<file path="src/rtl/irq_scheduler_pkg.sv">
// Shared definitions for the interrupt scheduler: register word offsets and
// FSM state encodings.
package irq_scheduler_pkg;

    localparam logic [1:0] MASK_OFS = 2'd0;
    localparam logic [1:0] PEND_OFS = 2'd1;
    localparam logic [1:0] ISR_OFS  = 2'd2;
    localparam logic [1:0] STAT_OFS = 2'd3;

    typedef enum logic [1:0] {
        IDLE    = 2'b00,
        REQ     = 2'b01,
        SERVICE = 2'b10
    } state_t;

endpackage

</file>
<file path="src/rtl/irq_scheduler_prio_enc.sv">
// Combinational fixed-priority encoder: the lowest set index wins.
module prio_enc #(
    parameter int N   = 6,
    parameter int IDW = 3
) (
    input  logic [N-1:0]   req,
    output logic           valid,
    output logic [IDW-1:0] id
);

    // Scan from the top so the lowest set bit is the last one assigned.
    always_comb begin
        valid = |req;
        id    = '0;
        for (int i = N - 1; i >= 0; i--) begin
            if (req[i]) id = IDW'(i);
        end
    end

endmodule

</file>
<file path="src/rtl/irq_scheduler.sv">
// Memory-mapped interrupt scheduler: edge capture, masking, fixed priority,
// request/ack handshake and single in-service tracking closed by EOI.
module irq_scheduler
    import irq_scheduler_pkg::*;
#(
    parameter int NSRC = 6,
    parameter int IDW  = 3
) (
    input  logic            clk,
    input  logic            reset,
    input  logic [31:2]     Addr,
    input  logic            WE,
    input  logic [31:0]     Din,
    output logic [31:0]     Dout,
    input  logic [NSRC-1:0] src_irq,
    output logic            int_req,
    output logic [IDW-1:0]  int_id,
    input  logic            int_ack
);

    localparam int DW = (NSRC > IDW) ? NSRC : IDW;

    state_t          state, state_next;
    logic            req_next;
    logic [IDW-1:0]  id_next;
    logic            ack_fire, eoi_fire;
    logic [NSRC-1:0] mask, pending, inservice, prev_irq;
    logic [NSRC-1:0] pend_next, edges, id_onehot;
    logic            armed;
    logic            win_valid;
    logic [IDW-1:0]  win_id;
    logic            busy, eoi_write;
    logic            unused_bits;

    assign unused_bits = ^{Addr[31:4], Din[31:DW]};

    // The first edge after reset only samples src_irq, so a line held high
    // across reset release is not mistaken for a fresh rising edge.
    assign edges     = armed ? (src_irq & ~prev_irq) : '0;
    assign id_onehot = NSRC'(1) << int_id;
    assign busy      = (state == SERVICE);
    assign eoi_write = WE && (Addr[3:2] == STAT_OFS);

    prio_enc #(.N(NSRC), .IDW(IDW)) u_prio (
        .req   (pending & mask),
        .valid (win_valid),
        .id    (win_id)
    );

    always_comb begin
        state_next = state;
        req_next   = int_req;
        id_next    = int_id;
        ack_fire   = 1'b0;
        eoi_fire   = 1'b0;
        case (state)
            IDLE: begin
                if (win_valid) begin
                    state_next = REQ;
                    req_next   = 1'b1;
                    id_next    = win_id;
                end
            end
            REQ: begin
                if (int_ack) begin
                    ack_fire   = 1'b1;
                    state_next = SERVICE;
                    req_next   = 1'b0;
                end
            end
            SERVICE: begin
                if (eoi_write && (Din[IDW-1:0] == int_id)) begin
                    eoi_fire   = 1'b1;
                    state_next = IDLE;
                end
            end
            default: begin
                state_next = IDLE;
                req_next   = 1'b0;
            end
        endcase
    end

    always_ff @(posedge clk or posedge reset) begin
        if (reset) begin
            state   <= IDLE;
            int_req <= 1'b0;
            int_id  <= '0;
        end else begin
            state   <= state_next;
            int_req <= req_next;
            int_id  <= id_next;
        end
    end

    // Clears are applied first so a coincident capture edge always wins.
    always_comb begin
        pend_next = pending;
        if (WE && (Addr[3:2] == PEND_OFS)) pend_next = pend_next & ~Din[NSRC-1:0];
        if (ack_fire) pend_next = pend_next & ~id_onehot;
        pend_next = pend_next | edges;
    end

    always_ff @(posedge clk or posedge reset) begin
        if (reset) begin
            mask      <= '0;
            pending   <= '0;
            inservice <= '0;
            prev_irq  <= '0;
            armed     <= 1'b0;
        end else begin
            prev_irq <= src_irq;
            armed    <= 1'b1;
            pending  <= pend_next;
            if (WE && (Addr[3:2] == MASK_OFS)) mask <= Din[NSRC-1:0];
            if (ack_fire) inservice <= id_onehot;
            else if (eoi_fire) inservice <= '0;
        end
    end

    always_comb begin
        Dout = '0;
        case (Addr[3:2])
            MASK_OFS: Dout = {{(32-NSRC){1'b0}}, mask};
            PEND_OFS: Dout = {{(32-NSRC){1'b0}}, pending};
            ISR_OFS:  Dout = {{(32-NSRC){1'b0}}, inservice};
            default:  Dout = {busy, {(31-IDW){1'b0}}, int_id};
        endcase
    end

endmodule

</file>
<file path="config.mk">
export PLATFORM = sky130hd
export DESIGN_NAME = irq_scheduler
export DESIGN_NICKNAME = d
export VERILOG_FILES = /design/src/rtl/irq_scheduler_pkg.sv /design/src/rtl/irq_scheduler_prio_enc.sv /design/src/rtl/irq_scheduler.sv
export SDC_FILE = /design/constraint.sdc
export NUM_CORES = 1
export LEC_CHECK = 0
export ABC_CLOCK_PERIOD_IN_PS = 2200
export CORE_MARGIN = 5
export CORE_UTILIZATION = 36
export DETAILED_ROUTE_END_ITERATION = 10
export PLACE_DENSITY = 0.8
export SETUP_SLACK_MARGIN = 0.1
export SLEW_MARGIN = 30
export SYNTH_ARGS = -nofsm -noshare
export SYNTH_HDL_FRONTEND = slang
export SYNTH_HIERARCHICAL = 1
export SYNTH_SLANG_ARGS = --single-unit
</file>
<file path="constraint.sdc">
create_clock -name clk -period 2.2 [get_ports clk]
set_input_delay 0.44 -clock clk [delete_from_list [all_inputs] [get_ports clk]]
set_output_delay 0.44 -clock clk [all_outputs]
set_load 0.02 [all_outputs]
</file>
==> impl_metrics.json <==
{
  "syn_area_um2": 1680,
  "drtAntennaViolNets": 0,
  "synth.avg_cell_area_um2": 10.7,
  "routedWlPerCell_um": 14.2,
  "path_delay_family": "buffers and inverters",
  "maxClockFrequency_mhz": 489,
  "worstPathArrival_ns": 1.61,
  "syn_to_final_growth_pct": 24.5,
  "numCtsBuffers": 5,
  "yosys_warnings": 6,
  "htreeDepth": 2,
  "first_pass_iters": 6,
  "die_w_um": 78.4,
  "pre_cts_ws_ns": -0.489,
  "routabilityCongestion": 0.869,
  "period_share": 0.930,
  "ys_seq_area_frac": 0.461,
  "synth_ff_type": "dfrtp_1",
  "path_buf_inv": 3,
  "end_kind": "output pin",
  "crit_path_max_incr_delay_ns": 0.52,
  "synth_top_area_share": 0.461,
  "synth-async-reset-ratio": 1.00,
  "power_density_nw_per_um2": 1030,
  "hp-class": "reg -> reg",
  "synthTopCellsByArea": "dfrtp_1, buf_4, mux2_2",
  "tns_ns": 0,
  "r2r_start": "pending[0]$_DFF_PP0_",
  "clk_pin_slew_ns": 0.06,
  "leakage_nw": 0.998,
  "final_util": 0.472,
  "wl_um": 3600,
  "grt_pass1_wl_um": 5890,
  "grt_setup_unrepaired": "no",
  "synth_cell_types": 40,
  "vias": 1225,
  "hold_viol": 0,
  "core_area_um2": 4440,
  "synth.most_common_cell": "dfrtp_1",
  "ys_seq_elements": 31,
  "viasPerCell": 4.82,
  "cts_sinks": 31,
  "boundaryPins": 108,
  "min_from": "prev_irq[4]$_DFF_PP0_",
  "yosysTopAreaCell": "dfrtp_1",
  "ctsHoldBuffers": 0,
  "cp.required_ns": 1.76,
  "grt-ovfl-total": 0,
  "cp-start-kind": "input pin",
  "ir_worst_vdd_mv": 0.353,
  "dpl.cell_count": 244,
  "cap_violations": 0,
  "slew_violations": 0,
  "clock_latency_ns": 0.28,
  "grt.total_usage": 0.125,
  "n_antenna_cell": 0,
  "clockBufferDepth": 2,
  "drive_gt1_frac": 0.243,
  "place.detailed.hpwl_um": 2810,
  "crit_type": "in -> out",
  "status": "completed",
  "port_buffers": 28,
  "nNetsFinal": 273,
  "die_height_um": 78.4,
  "worst_slack_ns": 0.153,
  "fin_crit_ns": 2.05,
  "syn_inst": 157,
  "drt_iter0_drc": 70,
  "synth_commonest_cells": "dfrtp_1, buf_4, nand2_1, mux2_2, nor2_1",
  "drc": 0,
  "grt_max_degree": 32,
  "fin_worst_skew_ns": 0.00560,
  "cp_max_fo": 6,
  "rows": 24,
  "initial_core_util": 0.379,
  "stdcell_count": 254,
  "dieArea_um2": 6150,
  "antenna_found_initial": 0,
  "setup_violations": 0,
  "crit_start": "Addr[2]",
  "cts-root-buf": "clkbuf_8",
  "first_global_vias": 1221,
  "cts_tree": "yes",
  "synth_edf_count": 0,
  "slowest_stage": "clkdlybuf4s50_1",
  "crit_chain": "clkdlybuf4s50_1, buf_4, mux4_2, buf_2"
}
## where the power goes
group | switching (W) | leakage [nW] | total [W] | internal, W
Clock | 0.000200 | 0.0422 | 0.000421 | 0.000221
Combinational | 0.000452 | 0.583 | 0.000895 | 0.000443
Sequential | 0.000116 | 0.373 | 0.000851 | 0.000735
Total | 0.000768 | 0.998 | 0.00217 | 0.00140
## state kept, by name, indices dropped and copies added, names as in the netlist
name and cells:
int_id 3, int_req 1, state 2, mask 6
prev_irq 6, armed 1, pending 6, inservice 6
## kinds of logic (layout without fill, tap and decap cells)
kind of cell,after synthesis,count (layout),synth area share
buffers and inverters,34,55,0.133
other,2,26,0.00446
AOI/OAI and AO/OA,21,21,0.0988
DFF,31,31,0.461
and+or+nand+nor,51,51,0.167
muxes,15,15,0.120
xor gates and xnor gates,3,3,0.0156
## metrics by stage
step	hold slack [ns]	instance area [um^2]	total power [W]
floorplan	0.399	1770	0.00144
global placement	0.402	2000	0.00171
detailed placement	0.411	2000	0.00174
CTS	0.417	2070	0.00216
global route	0.442	2100	0.00231
finish	0.411	2100	0.00217
## layout make-up
cell class,instances,area (um^2)
clock inverter,1,5.00
fill,416,2350
inverter,6,22.5
clock buffer,7,76.3
sequential,31,776
tap,52,65.1
timing repair buffer,41,359
multi-input combinational,116,793
## layer usage
metal | share of wire | wire length (um) | track usage
met5 | 0 | 0 | 0
met4 | 0.0050 | 18 | 0.0472
met3 | 0.076 | 274 | 0.0515
met2 | 0.50 | 1790 | 0.199
met1 | 0.42 | 1510 | 0.151
## placed cells by master (no fill, tap or decap), drive strengths merged, types with 2 or more instances in the layout
master and instances:
dfrtp 31, conb 26, clkdlybuf4s50 20, nand2 17, buf 16, mux2 9
nor2 8, clkbuf 8, inv 6, and2 6, nand3 5, o21ai 4
xor2 3, mux2i 3, nand3b 3, a22oi 3, mux4 3, clkdlybuf4s15 3
a21o 2, a32o 2, a21bo 2, a22o 2, and3b 2
## worst reg2reg max path: cells and delay by family (launching register included)
kind | cells | cell delay (ns)
multiplexers | 1 | 0.29
AND/OR/NAND/NOR | 5 | 1.24
flip-flops | 1 | 0.39
## final timing paths
kind	endpoint	slack, ns	cells past startpoint
worst max-delay path	Dout[0]	0.15	4
worst min-delay path	pending[4]$_DFF_PP0_	0.41	1
worst max register to register	int_id[2]$_DFFE_PP0P_	0.18	6
worst min register to register	pending[4]$_DFF_PP0_	0.41	1
max in group asynchronous	int_id[2]$_DFFE_PP0P_	1.38	3
min in group asynchronous	inservice[4]$_DFFE_PP0P_	0.54	3
## repair_timing
item	CTS	global route
hold endpoints to repair	0	0
gates resized for setup	24	8
setup buffers	0	2
setup endpoints to repair	7	7
Power figures use the tool's default switching activity.
